==> config.mk <==
export PLATFORM = sky130hd
export DESIGN_NAME = sim_mod_err_gen
export DESIGN_NICKNAME = d
export VERILOG_FILES = /design/src/rtl/sim_mod_err_pkg.sv /design/src/rtl/sim_mod_err_avg.sv /design/src/rtl/sim_mod_err_gen.sv
export SDC_FILE = /design/constraint.sdc
export NUM_CORES = 1
export LEC_CHECK = 0
export BUFFER_PORTS_ARGS = -buffer_cell sky130_fd_sc_hd__buf_2
export CAP_MARGIN = 20
export CORE_MARGIN = 2
export CORE_UTILIZATION = 24
export CTS_BUF_LIST = sky130_fd_sc_hd__clkbuf_16
export DETAILED_ROUTE_END_ITERATION = 8
export PLACE_DENSITY_LB_ADDON = 0.05
export SLEW_MARGIN = 20
export SYNTH_ARGS = -nofsm -noshare
export SYNTH_HDL_FRONTEND = slang
export SYNTH_SLANG_ARGS = --single-unit
==> constraint.sdc <==
create_clock -name i_clk -period 17.9 [get_ports i_clk]
set_input_delay 1.79 -clock i_clk [delete_from_list [all_inputs] [get_ports i_clk]]
set_output_delay 1.79 -clock i_clk [all_outputs]
set_load 0.005 [all_outputs]
==> src/rtl/sim_mod_err_pkg.sv <==
// Shared types and constants for the square-wave modulation generator and
// its synchronous error demodulator.
package sim_mod_err_pkg;

    localparam int AVG_SEL_MAX  = 10;
    localparam int ACC_W        = 48;
    localparam int MIN_FREQ_CNT = 2;
    localparam int DATA_W       = 32;

    typedef logic signed [DATA_W-1:0] data_t;

    typedef enum logic {
        HALF_L = 1'b0,
        HALF_H = 1'b1
    } half_e;

    localparam logic signed [33:0] SAT_MAX = 34'sh0_7FFF_FFFF;
    localparam logic signed [33:0] SAT_MIN = 34'sh3_8000_0000;

    // Clamp a 34-bit signed error term into the 32-bit output range.
    function automatic data_t sat32(input logic signed [33:0] v);
        data_t r;
        if (v > SAT_MAX) begin
            r = 32'sh7FFF_FFFF;
        end else if (v < SAT_MIN) begin
            r = 32'sh8000_0000;
        end else begin
            r = v[31:0];
        end
        return r;
    endfunction

endpackage

==> src/rtl/sim_mod_err_avg.sv <==
// Windowed accumulate-and-shift averager: sums ADC samples inside the
// sampling window of each half-period and latches the mean per half.
module sim_mod_err_avg
    import sim_mod_err_pkg::*;
#(
    parameter int ADC_BIT = 14
) (
    input  logic                      i_clk,
    input  logic                      i_rst_n,
    input  logic [31:0]               i_cnt,
    input  logic [31:0]               i_fc,
    input  logic [31:0]               i_wait_cnt,
    input  logic [3:0]                i_avg_sel,
    input  logic signed [ADC_BIT-1:0] i_adc_data,
    input  logic                      i_half_end,
    input  logic                      i_status,
    output data_t                     o_avg_H,
    output data_t                     o_avg_L
);

    logic [32:0]              w_n;
    logic [32:0]              w_win_hi;
    logic                     w_in_win;
    logic signed [ACC_W-1:0]  w_adc_ext;
    logic signed [ACC_W-1:0]  w_acc_sum;
    data_t                    w_avg;

    logic signed [ACC_W-1:0]  r_acc;
    data_t                    r_avg [2];

    // Window upper bound kept at 33 bits so a large wait count cannot wrap.
    assign w_n       = 33'd1 << i_avg_sel;
    assign w_win_hi  = {1'b0, i_wait_cnt} + w_n;
    assign w_in_win  = (i_cnt >= i_wait_cnt) && ({1'b0, i_cnt} < w_win_hi) && (i_cnt < i_fc);

    assign w_adc_ext = {{(ACC_W-ADC_BIT){i_adc_data[ADC_BIT-1]}}, i_adc_data};
    assign w_acc_sum = r_acc + (w_in_win ? w_adc_ext : '0);

    // A truncated window still divides by 2^avg_sel, as downstream expects.
    assign w_avg     = 32'(w_acc_sum >>> i_avg_sel);

    always_ff @(posedge i_clk or negedge i_rst_n) begin
        if (!i_rst_n) begin
            r_acc <= '0;
        end else if (i_half_end) begin
            r_acc <= '0;
        end else begin
            r_acc <= w_acc_sum;
        end
    end

    generate
        for (genvar gi = 0; gi < 2; gi++) begin : g_avg
            always_ff @(posedge i_clk or negedge i_rst_n) begin
                if (!i_rst_n) begin
                    r_avg[gi] <= '0;
                end else if (i_half_end && (i_status == 1'(gi))) begin
                    r_avg[gi] <= w_avg;
                end
            end
        end
    endgenerate

    assign o_avg_L = r_avg[0];
    assign o_avg_H = r_avg[1];

endmodule

==> src/rtl/sim_mod_err_gen.sv <==
// Square-wave bias modulation generator with synchronous H-L error
// demodulation; one error update and step trigger per full period.
module sim_mod_err_gen
    import sim_mod_err_pkg::*;
#(
    parameter int ADC_BIT = 14
) (
    input  logic                      i_clk,
    input  logic                      i_rst_n,
    input  logic [31:0]               i_freq_cnt,
    input  logic signed [31:0]        i_amp_H,
    input  logic signed [31:0]        i_amp_L,
    input  logic                      i_polarity,
    input  logic [31:0]               i_wait_cnt,
    input  logic signed [31:0]        i_err_offset,
    input  logic signed [ADC_BIT-1:0] i_adc_data,
    input  logic [31:0]               i_avg_sel,
    output logic signed [31:0]        o_mod_out,
    output logic                      o_status,
    output logic                      o_stepTrig,
    output logic signed [31:0]        o_err
);

    logic [31:0]        w_fc;
    logic [3:0]         w_avg_sel;
    logic               w_half_end;
    logic [31:0]        w_cnt_next;
    half_e              w_half_next;
    data_t              w_avg_H;
    data_t              w_avg_L;
    logic signed [33:0] w_avg_H_ext;
    logic signed [33:0] w_avg_L_ext;
    logic signed [33:0] w_off_ext;
    logic signed [33:0] w_diff;
    logic signed [33:0] w_err_raw;

    logic [31:0]        r_cnt;
    half_e              r_half;
    data_t              r_mod;
    logic               r_err_pend;
    logic               r_step;
    data_t              r_err;

    assign w_fc      = (i_freq_cnt < 32'(MIN_FREQ_CNT)) ? 32'(MIN_FREQ_CNT) : i_freq_cnt;
    assign w_avg_sel = (i_avg_sel > 32'(AVG_SEL_MAX)) ? 4'(AVG_SEL_MAX) : i_avg_sel[3:0];
    assign w_half_end = (r_cnt >= (w_fc - 32'd1));

    always_comb begin
        w_cnt_next  = r_cnt + 32'd1;
        w_half_next = r_half;
        if (w_half_end) begin
            w_cnt_next  = '0;
            w_half_next = (r_half == HALF_H) ? HALF_L : HALF_H;
        end
    end

    sim_mod_err_avg #(
        .ADC_BIT (ADC_BIT)
    ) u_avg (
        .i_clk      (i_clk),
        .i_rst_n    (i_rst_n),
        .i_cnt      (r_cnt),
        .i_fc       (w_fc),
        .i_wait_cnt (i_wait_cnt),
        .i_avg_sel  (w_avg_sel),
        .i_adc_data (i_adc_data),
        .i_half_end (w_half_end),
        .i_status   (r_half == HALF_H),
        .o_avg_H    (w_avg_H),
        .o_avg_L    (w_avg_L)
    );

    // Difference is formed one edge after the H half closes so both means are settled.
    assign w_avg_H_ext = {{2{w_avg_H[31]}}, w_avg_H};
    assign w_avg_L_ext = {{2{w_avg_L[31]}}, w_avg_L};
    assign w_off_ext   = {{2{i_err_offset[31]}}, i_err_offset};
    assign w_diff      = i_polarity ? (w_avg_L_ext - w_avg_H_ext) : (w_avg_H_ext - w_avg_L_ext);
    assign w_err_raw   = w_diff - w_off_ext;

    always_ff @(posedge i_clk or negedge i_rst_n) begin
        if (!i_rst_n) begin
            r_cnt      <= '0;
            r_half     <= HALF_L;
            r_mod      <= '0;
            r_err_pend <= 1'b0;
            r_step     <= 1'b0;
            r_err      <= '0;
        end else begin
            r_cnt      <= w_cnt_next;
            r_half     <= w_half_next;
            r_mod      <= (w_half_next == HALF_H) ? i_amp_H : i_amp_L;
            r_err_pend <= w_half_end && (r_half == HALF_H);
            r_step     <= r_err_pend;
            if (r_err_pend) begin
                r_err <= sat32(w_err_raw);
            end
        end
    end

    assign o_mod_out  = r_mod;
    assign o_status   = (r_half == HALF_H);
    assign o_stepTrig = r_step;
    assign o_err      = r_err;

endmodule

==> out/results.tsv <==
metric	value	unit
Chip Width	303	um
Reg clk slew, reported paths	0.06	ns
global-route wire length before repair	120	mm
Area Overhead vs Synth	17.1	%
Peak VDD IR	0.0000786	V
r2r startpoint	r_cnt[3]	
final worst slack	5.17	ns
Finished Layout Cells	4016	
NetSw	514	uW
row count	109	
switching share of power	32.5	%
Main synth FF type	dfrtp_1	
Yosys top cell area share	24.0	%
setup tns final	0	ns
TritonRoute pass-1 iters	5	
die area	91900	um^2
CP Launch Type	input port	
Worst setup EP type	flip-flop	
Power Density	63.0	nW/um^2
Max Transition Viols Final	0	
Comb power frac	27.5	%
CP required	18.36	ns
WP data arrival	13.19	ns
CP max stage cell	o311ai_0	
Netlist cell types	91	
Core Region	88500	um^2
#FFs+latches synth	206	
routed via count	19785	
GPL Wtd Cong	0.844	
H-tree depth	1	
Synth Warn #	0	
internal power	1070	uW
status	finished, final reports clean	
largest net degree at the start of global routing	95	
# fillers	9523	
hold path startpoint	o_err[31]	
port buffer count	274	
number of global-route vias before repair	19868	
Syn Inst Count	2589	
post-route ant nets	0	
most frequent cells in the layout	ha_1 (285), buf_2 (273), nor2_1 (237)	
commonest non-fill, non-tap cell in the layout	ha_1	
cts hold-fix bufs	0	
root buffer cell	clkbuf_16	
Tcrit/Tclk final	71.1	%
Area contributors post-synth	dfrtp_1 (24%), ha_1 (17%), a21oi_1 (5.0%)	
CTS sink count	206	
min cycle time layout	12.73	ns
share of cells above drive strength 1	16.5	%
CP top delay family	compound AO/OA/AOI/OAI gates	
postcts setup bufs	0	
initial antenna violation count	2	
DR DRC count	0	
Syn Std Cell Area	21500	um^2
Seq/Total Area, Yosys	24.0	%
Fmax	0.0786	GHz
measured slew at the worst slew-check pin	1.19	ns
number of synthesized flops with an enable pin	0	
clock power share	38.5	%
Final setup viols	0	
GR Util All Layers	16.8	%
Leak	0.0122	uW
Post-Syn Area per Cell	8.29	um^2
IO Count	275	
CTS max path bufs	3	
Starting Density	24.3	%
worst skew pair latency	0.61	ns
TritonCTS buffer count	31	
Crit Path Max Fanout	30	
Die H	303	um
placed cell count	3957	
MaxCap Viol Count	0	
PostCTS Resize Cnt	0	
gr ovfl total	0	
Placement Cell Area	24100	um^2
RSZ-0062 raised after global routing	false	
wire length per cell	19.7	um
CTS tree	yes	
# nets final	3326	
drt via density	4.93	
worst path buffer plus inverter count	3	
DP Worst Slack	4.35	ns
design area	25100	um^2
CP peak stage delay	0.69	ns
drt initial violations	1054	
area leader, netlist	dfrtp_1	
Post-synth ARST share	100	%
clock skew	0.0186	ns
Reg power frac	34.0	%
final hold vios	0	
worst hold path class	flip-flop to flip-flop	
Max transition margin	19.8	%
dpl hpwl	63.7	mm
crit path launch	i_avg_sel[27]	
Post-Route WL	79.1	mm
crit path kind	input port to flip-flop	
worst hold slack	0.488	ns
## sequential cells by signal (all words and copies together), names as in the netlist
signal	count
o_err	32
o_mod_out	32
o_status	1
o_stepTrig	1
r_cnt	32
r_err_pend	1
u_avg.o_avg_H	32
u_avg.o_avg_L	32
u_avg.r_acc	43
## Yosys cell counts (6+ instances only)
master,n
and2_1,29
a21oi_1,216
a221oi_1,10
nand3_1,49
a21boi_0,6
a31oi_1,21
o21a_1,21
buf_2,7
a21o_1,89
or3_1,14
xnor2_1,109
o21ai_0,122
nor2_1,237
nand2_1,180
a221o_1,34
ha_1,287
a211oi_1,33
xor2_1,58
or4_1,6
nand2b_1,20
and3_1,25
nand4_1,44
dfrtp_1,206
buf_1,6
o221ai_1,8
o21bai_1,25
inv_1,204
clkbuf_1,80
nor3_1,49
nor2b_1,39
o22ai_1,14
a2111oi_0,7
o31ai_1,12
o21ai_1,7
mux2i_1,51
nor4_1,30
mux2_2,83
o211ai_1,28
a211o_1,11
o211a_1,6
## stage by stage
stage | power (uW) | utilization, %
detailed placement | 990 | 27.3
finish | 1580 | 28.4
global route | 1690 | 28.4
CTS | 1620 | 28.4
floorplan | 817 | -
global placement | 988 | 27.3
## power by group through the flow
stage | combinational, uW | clock, uW | sequential [uW]
6_report | 436 | 610 | 538
4_1_cts | 443 | 637 | 540
5_1_grt | 490 | 655 | 545
3_5_place_dp | 441 | 0 | 548
3_3_place_gp | 442 | 0 | 546
2_1_floorplan | 271 | 0 | 547
## routing by layer
metal,vias up,GRT usage (%),routed length (um)
met5,-,0,13
met4,2,3.66,1680
met3,86,2.10,2990
met2,383,27.4,36200
met1,9458,23.5,38300
li1,9856,-,-
## worst paths after layout
kind	endpoint	slack (ns)	cells after the start
worst min register to register	o_err[31]	0.49	1
worst min-delay path	o_err[31]	0.49	1
worst max-delay path	u_avg.o_avg_H[28]	5.17	39
worst max register to register	u_avg.o_avg_H[28]	10.11	21
min in group asynchronous	o_err[3]	1.21	1
max in group asynchronous	u_avg.o_avg_H[10]	15.16	2
## kinds of logic (layout without fill, tap and decap cells)
group,after synthesis,count (layout),synth area share [%]
AO/OA/AOI/OAI,731,731,22.7
XOR/XNOR,168,168,6.89
adder cells (fa/ha/maj),292,292,17.2
buffers and inverters,301,558,5.41
flip-flops,206,206,24.0
multiplexers,136,136,6.94
other,1,6,0.0175
AND/OR/NAND/NOR,754,754,16.8
## layout make-up
| type | count | area (um^2) | area share [%] |
|---|---|---|---|
| well taps | 1165 | 1460 | 5.80 |
| flip-flops and latches | 206 | 5150 | 20.5 |
| inverters | 205 | 769 | 3.06 |
| clock inverters | 27 | 214 | 0.851 |
| diodes | 1 | 2.50 | 0.00996 |
| repair buffers | 295 | 1540 | 6.12 |
| clock buffers | 31 | 776 | 3.09 |
| multi-input cells | 2086 | 15200 | 60.6 |
Note: power is estimated with default switching activity, not from simulation.
